**config.mk**
```make
export PLATFORM = sky130hd
export DESIGN_NAME = dmem_responder_flat
export DESIGN_NICKNAME = d
export VERILOG_FILES = /design/src/rtl/dmem_responder_if.sv /design/src/rtl/dmem_responder.sv /design/src/flat_wrapper.sv
export SDC_FILE = /design/constraint.sdc
export NUM_CORES = 2
export LEC_CHECK = 0
export ABC_CLOCK_PERIOD_IN_PS = 83300
export BUFFER_PORTS_ARGS = -buffer_cell sky130_fd_sc_hd__buf_4
export CAP_MARGIN = 10
export CORE_MARGIN = 3
export CORE_UTILIZATION = 63
export DETAILED_ROUTE_END_ITERATION = 10
export MAX_ROUTING_LAYER = met4
export PLACE_DENSITY_LB_ADDON = 0.15
export SETUP_SLACK_MARGIN = 0.3
export SLEW_MARGIN = 25
export SYNTH_ARGS = -nofsm -noshare
export SYNTH_HDL_FRONTEND = slang
export SYNTH_SLANG_ARGS = --single-unit
export TNS_END_PERCENT = 100
```
**constraint.sdc**
```tcl
create_clock -name CLK -period 83.3 [get_ports CLK]
set_input_delay 8.33 -clock CLK [delete_from_list [all_inputs] [get_ports CLK]]
set_output_delay 8.33 -clock CLK [all_outputs]
set_load 0.02 [all_outputs]
```
**src/rtl/dmem_responder_if.sv**
```systemverilog
// Request/response bus between the core's data-memory port and the memory-side responder.
// The master drives requests and consumes responses; the slave does the opposite.
interface dmem_responder_if;
    logic        req_valid;
    logic        req_ready;
    logic        req_we;
    logic [31:0] req_addr;
    logic [31:0] req_wdata;
    logic        rsp_valid;
    logic        rsp_ready;
    logic [31:0] rsp_rdata;
    logic        rsp_err;

    modport master (
        output req_valid, req_we, req_addr, req_wdata, rsp_ready,
        input  req_ready, rsp_valid, rsp_rdata, rsp_err
    );

    modport slave (
        input  req_valid, req_we, req_addr, req_wdata, rsp_ready,
        output req_ready, rsp_valid, rsp_rdata, rsp_err
    );
endinterface

```
**src/rtl/dmem_responder.sv**
```systemverilog
// Single-outstanding data-memory responder: word-addressed RAM behind a fixed wait-state latency,
// with range/alignment error reporting and word 0's low half exported for observation.
module dmem_responder #(
    parameter int unsigned DEPTH_LOG2 = 6,
    parameter int unsigned LATENCY    = 2
) (
    input  logic               CLK,
    input  logic               RST,
    dmem_responder_if.slave    bus,
    output logic [15:0]        test_value
);

    localparam int Words = 1 << DEPTH_LOG2;

    typedef enum logic [1:0] {StIdle, StWait, StResp} stateT;

    stateT                 state;
    logic [3:0]            waitCnt;
    logic                  latWe;
    logic [31:0]           latAddr;
    logic [31:0]           latWdata;
    logic                  reqReady;
    logic                  rspValid;
    logic                  rspErr;
    logic [31:0]           rspRdata;
    logic [31:0]           mem [Words];

    logic                  accErr;
    logic [DEPTH_LOG2-1:0] accIdx;

    // Any bit above the RAM's byte range makes the access an error; nothing aliases.
    assign accErr = (latAddr[1:0] != 2'b00) || ((latAddr >> (DEPTH_LOG2 + 2)) != 32'd0);
    assign accIdx = latAddr[DEPTH_LOG2+1:2];

    always_ff @(posedge CLK or posedge RST) begin
        if (RST) begin
            state    <= StIdle;
            waitCnt  <= 4'd0;
            latWe    <= 1'b0;
            latAddr  <= 32'd0;
            latWdata <= 32'd0;
            reqReady <= 1'b1;
            rspValid <= 1'b0;
            rspRdata <= 32'd0;
            rspErr   <= 1'b0;
            for (int i = 0; i < Words; i++) begin
                mem[i] <= 32'd0;
            end
        end else begin
            unique case (state)
                StIdle: begin
                    if (bus.req_valid) begin
                        latWe    <= bus.req_we;
                        latAddr  <= bus.req_addr;
                        latWdata <= bus.req_wdata;
                        waitCnt  <= 4'(LATENCY - 1);
                        reqReady <= 1'b0;
                        state    <= StWait;
                    end
                end
                StWait: begin
                    if (waitCnt == 4'd0) begin
                        state    <= StResp;
                        rspValid <= 1'b1;
                        if (accErr) begin
                            rspErr   <= 1'b1;
                            rspRdata <= 32'd0;
                        end else if (latWe) begin
                            mem[accIdx] <= latWdata;
                            rspErr      <= 1'b0;
                            rspRdata    <= 32'd0;
                        end else begin
                            rspErr   <= 1'b0;
                            rspRdata <= mem[accIdx];
                        end
                    end else begin
                        waitCnt <= waitCnt - 4'd1;
                    end
                end
                StResp: begin
                    // Return to IDLE first; a pending request is taken on the next edge.
                    if (bus.rsp_ready) begin
                        state    <= StIdle;
                        rspValid <= 1'b0;
                        rspRdata <= 32'd0;
                        rspErr   <= 1'b0;
                        reqReady <= 1'b1;
                    end
                end
                default: state <= StIdle;
            endcase
        end
    end

    assign bus.req_ready = reqReady;
    assign bus.rsp_valid = rspValid;
    assign bus.rsp_rdata = rspRdata;
    assign bus.rsp_err   = rspErr;
    assign test_value    = mem[0][15:0];

endmodule

```
**src/flat_wrapper.sv**
```systemverilog
// flat-port wrapper written by rule: the top's interface ports become plain ports
module dmem_responder_flat 
#(
    parameter int unsigned DEPTH_LOG2 = 6,
    parameter int unsigned LATENCY    = 2
)
  (CLK, RST, test_value, bus_req_valid, bus_req_we, bus_req_addr, bus_req_wdata, bus_rsp_ready, bus_req_ready, bus_rsp_valid, bus_rsp_rdata, bus_rsp_err);
  dmem_responder_if bus_i ();
  input  logic CLK;
  input  logic RST;
  output logic [15:0] test_value;
  input wire logic [$bits(bus_i.req_valid)-1:0] bus_req_valid;
  input wire logic [$bits(bus_i.req_we)-1:0] bus_req_we;
  input wire logic [$bits(bus_i.req_addr)-1:0] bus_req_addr;
  input wire logic [$bits(bus_i.req_wdata)-1:0] bus_req_wdata;
  input wire logic [$bits(bus_i.rsp_ready)-1:0] bus_rsp_ready;
  output wire logic [$bits(bus_i.req_ready)-1:0] bus_req_ready;
  output wire logic [$bits(bus_i.rsp_valid)-1:0] bus_rsp_valid;
  output wire logic [$bits(bus_i.rsp_rdata)-1:0] bus_rsp_rdata;
  output wire logic [$bits(bus_i.rsp_err)-1:0] bus_rsp_err;
  assign bus_i.req_valid = bus_req_valid;
  assign bus_i.req_we = bus_req_we;
  assign bus_i.req_addr = bus_req_addr;
  assign bus_i.req_wdata = bus_req_wdata;
  assign bus_i.rsp_ready = bus_rsp_ready;
  assign bus_req_ready = bus_i.req_ready;
  assign bus_rsp_valid = bus_i.rsp_valid;
  assign bus_rsp_rdata = bus_i.rsp_rdata;
  assign bus_rsp_err = bus_i.rsp_err;
  dmem_responder #(.DEPTH_LOG2(DEPTH_LOG2), .LATENCY(LATENCY)) u_core (.CLK(CLK), .RST(RST), .bus(bus_i), .test_value(test_value));
endmodule
```
; After elaboration in Yosys (flattened, before gate mapping)
; Index checks and enable logic that the tools add are counted.
[word_totals]
regBits = 2154
input_bits = 69
out_inout_bits = 51
wordCells = 126
[op_classes]
n_addsub = 1
magnitude_cmp = 2
eq_ne = 6
n_mux = 27
n_bitwise = 2
reduce_logical = 15
[ops]
columns = operator, count
row1 = $bwmux W2048, 1
row2 = $mux W32, 7
row3 = $bmux W32 S6, 1
row4 = $demux W32 S6, 1
row5 = $pmux W32 S2, 1
row6 = $reduce_bool A32 Y1, 1
row7 = $reduce_and A3 Y1, 4
row8 = $mux W4, 2
row9 = $pmux W4 S2, 1
row10 = $reduce_bool A2 Y1, 4
row11 = $ge A7 B7 Y1 const B, 1
row12 = $lt A7 B1 Y1 const B, 1
row13 = $not A6 Y7, 1
row14 = $mux W1, 6
row15 = $mux W2, 3
row16 = $ne A2 B2 Y1 const B, 3
row17 = $pmux W1 S2, 3
row18 = $pmux W2 S3, 1
row19 = $logic_not A4 Y1, 1
row20 = $reduce_and A4 Y1, 1
row21 = $sub A4 B1 Y4 const B, 1
row22 = $eq A2 B1 Y1 const B, 1
row23 = $eq A2 B2 Y1 const B, 1
row24 = $logic_not A2 Y1, 1
row25 = 5 further kinds, 5

; Logic depth before layout (Yosys ltp)
[logic_depth]
ltp_word = 8
ltp_mapped = 11
depth_no_buf = 8

; Worst setup path after synthesis
; Ideal clock, no wire load.
[synth_path]
kind = input port to flip-flop
start = input bus_req_valid
end = register u_core.latAddr[10]
setup_ns = 0.125
arrival_time_ns = 9.390
t_required_ns = 83.175
setup_slack_ns = 73.785
stages = 4
n_path_buf = 1
cell_sequence = nand2b_1 nor2_1 clkbuf_1 mux2_2
[synth_between]
elab_chain_len = 1
[synth_rtl]
columns = item, line
row1 = from (decl), flat_wrapper.sv:12  ; input wire logic [$bits(bus_i.req_valid)-1:0] bus_req_valid;
row2 = $reduce_and A2 Y1 (no source line), -
row3 = to (signal assigned), dmem_responder.sv:54  ; latAddr <= bus.req_addr;
row4 = to (decl), dmem_responder.sv:20  ; logic [31:0] latAddr;
; No other way between the ends.
; A chain may end at the register's enable or synchronous reset.

==> flow_summary_export.csv <==
group,metric,value,unit
synthesis,synth_top_area_share,55.7,%
setup_path,critical-path-max-stage-delay,850,ps
power_and_ir_drop,swShare,35.9,%
synthesis,synth-async-reset-ratio,100,%
power_and_ir_drop,vdd_drop_max,37.0,uV
placement,post-place-ws,69920,ps
drt,ant_nets,0,
synthesis,synth_common_cells,"dfrtp_1 (2153), mux2_2 (2116), clkbuf_1 (451)",
setup_path,cp.arrival,12880,ps
cts,cts_tree,"yes",
power_and_ir_drop,p_seq_share,41.6,%
setup_path,worstSetupPathType,"primary input to asynchronous set/reset pin",
drt,drc,0,
layout,areaGrowthSynthToFinish,9.78,%
timing,setup-violations-final,0,
power_and_ir_drop,p_comb_share,24.5,%
floorplan,dieArea,158000,sq um
timing,fin_crit_sh,14.5,%
cts,cts_num_sinks,2154,
global_routing,grt_max_degree,175,
timing,fin_crit,12050,ps
timing,max_slew_margin,26.1,%
timing,final.setup.tns,0,ps
worst_hold_path,hp-class,"register to register",
cts,path_clk_slew,60,ps
placement,numPortBuffers,119,
cts,ctsHoldBuffers,0,
setup_path,path_common_cell,"buf_4",
synthesis,synth_edf_count,0,
global_routing,grt_overflow,0,
setup_path,crit_path_end_kind,"asynchronous set/reset pin",
synthesis,ys_warn_count,0,
run,drv_cap,0,
global_routing,antenna_found_initial,6,
cts,post_cts_resized,0,
synthesis,ys_top_cells_by_area,"dfrtp_1 (56%), mux2_2 (25%), mux2i_1 (3.7%)",
drt,wl,268000,microns
timing,timing.fmax,0.0830,GHz
floorplan,die_x,398,microns
setup_path,crit_buf_inv,7,
synthesis,ys_seq_area_share,55.7,%
cts,cts_buffers,212,
setup_path,cp_top_family,"buffers and inverters",
floorplan,die_y,398,microns
floorplan,rows,143,
timing,rsz0062_at_grt,"false",
timing,worstMarginPinSlew,1110,ps
floorplan,initial_core_util,63.5,%
power_and_ir_drop,power_density,26.6,nW/um^2
layout,finalNetCount,6742,
power_and_ir_drop,clockPowerShare,33.9,%
synthesis,synth.most_common_cell,"dfrtp_1",
timing,layout_setup_ws,71250,ps
cts,cts_root_buf,"clkbuf_16",
power_and_ir_drop,switching_power,0.00102,W
timing,hold_viol,0,
global_routing,grt_usage,35.1,%
synthesis,avgSynthCellArea,14.0,sq um
drt,dr.pass1.iters,6,
synthesis,syn_area,96700,sq um
drt,vias,61200,
status,status,"finished, final reports clean",
global_routing,grt_pass1_vias,62700,
cts,ctsLongestPathBuffers,3,
synthesis,syn_nets,6963,
setup_path,required,84140,ps
global_routing,grt_pass1_wl,404000,microns
synthesis,synth_cells,6892,
layout,drive_above_1_share,44.1,%
cts,htree_levels,4,
synthesis,synth-seq-cells,2154,
setup_path,slowest_stage,"buf_4",
synthesis,synth_ff_type,"dfrtp_1",
placement,hpwl,152000,microns
placement,globalplace.congestion,0.842,
cts,postCtsSetupRepairBufs,0,
synthesis,synth_top_cell_by_area,"dfrtp_1",
drt,routed_via_density,6.89,
power_and_ir_drop,p_leak,52.2,nW
setup_path,crit_path_cell_trace,"buf_4, inv_8, buf_4, buf_4, buf_4, buf_6, buf_4",
drt,drt-wirelength-per-cell,30.2,microns
timing,skew,25.3,ps
drt,drtIter0Drc,5220,
setup_path,cp-start-kind,"primary input",
floorplan,io_pins,120,
floorplan,core-area,152000,sq um
synthesis,synth_cell_types,62,
timing,drv_slew,0,
power_and_ir_drop,p_int,0.00181,W
setup_path,worstPathMaxFanout,125,
cts,clk_latency,850,ps
-- worst reg2reg max path: stages, from the launching register on --
cell and delay (ps):
dfrtp_4 620, buf_4 570, buf_4 730, nand2b_4 730
buf_4 630, o22ai_1 240, a221oi_1 550, o2111ai_1 680
a2111oi_0 1120, o21ai_0 200
-- worst paths after layout --
path	cells after the start	slack [ps]	end	startpoint
setup / recovery	7	71250	u_core.latWdata[8]$_DFFE_PP0P_	RST
hold / removal	1	480	u_core.bus.rsp_rdata[26]$_DFFE_PP0P_	u_core.bus.rsp_rdata[26]$_DFFE_PP0P_
setup reg to reg	9	77050	u_core.bus.rsp_rdata[5]$_DFFE_PP0P_	u_core.latAddr[2]$_DFFE_PP0P_
hold reg to reg	1	480	u_core.bus.rsp_rdata[26]$_DFFE_PP0P_	u_core.bus.rsp_rdata[26]$_DFFE_PP0P_
max in group CLK	1	73350	bus_rsp_rdata[30]	u_core.bus.rsp_rdata[30]$_DFFE_PP0P_
min in group asynchronous	2	7680	u_core.mem[884]$_DFFE_PP0P_	RST
-- flip-flops by register name, indices dropped and copies added (netlist names) --
name / cells
u_core.latWdata: 32
u_core.latWe: 1
u_core.bus.rsp_valid: 1
u_core.bus.rsp_rdata: 32
u_core.waitCnt: 4
u_core.bus.rsp_err: 1
u_core.state: 2
u_core.mem: 2032
u_core.latAddr: 32
u_core.test_value: 16
u_core.bus.req_ready: 1
-- layout make-up --
cell class,instances,area [sq um]
flip-flops and latches,2154,54000
diodes,3,7.51
multi-input cells,3983,40100
clock inverters,56,562
inverters,14,65.1
fillers,10300,46100
clock buffers,330,6450
repair buffers,306,2420
well taps,2030,2540
-- placed cells by master (no fill, tap or decap), drive strengths merged, types with 42 or more instances in the layout --
master / instances
a221oi: 284
mux2: 2143
a22oi: 78
clkbuf: 330
mux2i: 358
o21ai: 111
a22o: 65
o22a: 42
buf: 306
o22ai: 125
mux4: 134
nand2: 214
nor2: 72
dfrtp: 2153
-- power groups by stage --
stage	combinational [W]	clock (W)	sequential (W)
after global routing	0.000725	0.00101	0.00118
after floorplan	0.000480	0	0.00111
final	0.000693	0.000959	0.00118
after global placement	0.000671	0	0.00119
after detailed placement	0.000678	0	0.00119
after CTS	0.000680	0.000969	0.00117
-- metrics by stage --
step | std cells | hold slack (ps) | total power [W] | cell area, sq um | util, %
2_1_floorplan | 6892 | 452 | 0.00159 | 96700 | -
3_3_place_gp | 8485 | 461 | 0.00186 | 99000 | 65.0
3_5_place_dp | 8486 | 467 | 0.00187 | 99100 | 65.1
4_1_cts | 8872 | 481 | 0.00282 | 106000 | 69.7
5_1_grt | 8875 | 502 | 0.00292 | 106000 | 69.7
6_report | 8876 | 478 | 0.00283 | 106000 | 69.7
-- metal layers --
| layer | vias to the layer above | track usage, % | wire length (microns) |
|---|---|---|---|
| li1 | 25200 | - | - |
| met1 | 33100 | 48.2 | 113000 |
| met2 | 2340 | 53.0 | 125000 |
| met3 | 535 | 6.91 | 20600 |
| met4 | 0 | 11.7 | 9450 |
| met5 | - | - | 0 |
-- cell families after synthesis --
group	after synthesis	synth area share, %
DFF	2154	55.7
muxes	2635	31.8
AOI/OAI and AO/OA	894	7.12
adders and majority gates	2	0.0259
and+or+nand+nor	450	2.25
xor gates and xnor gates	2	0.0181
buffers and inverters	755	3.07
Note: power is estimated with default switching activity, not from simulation.
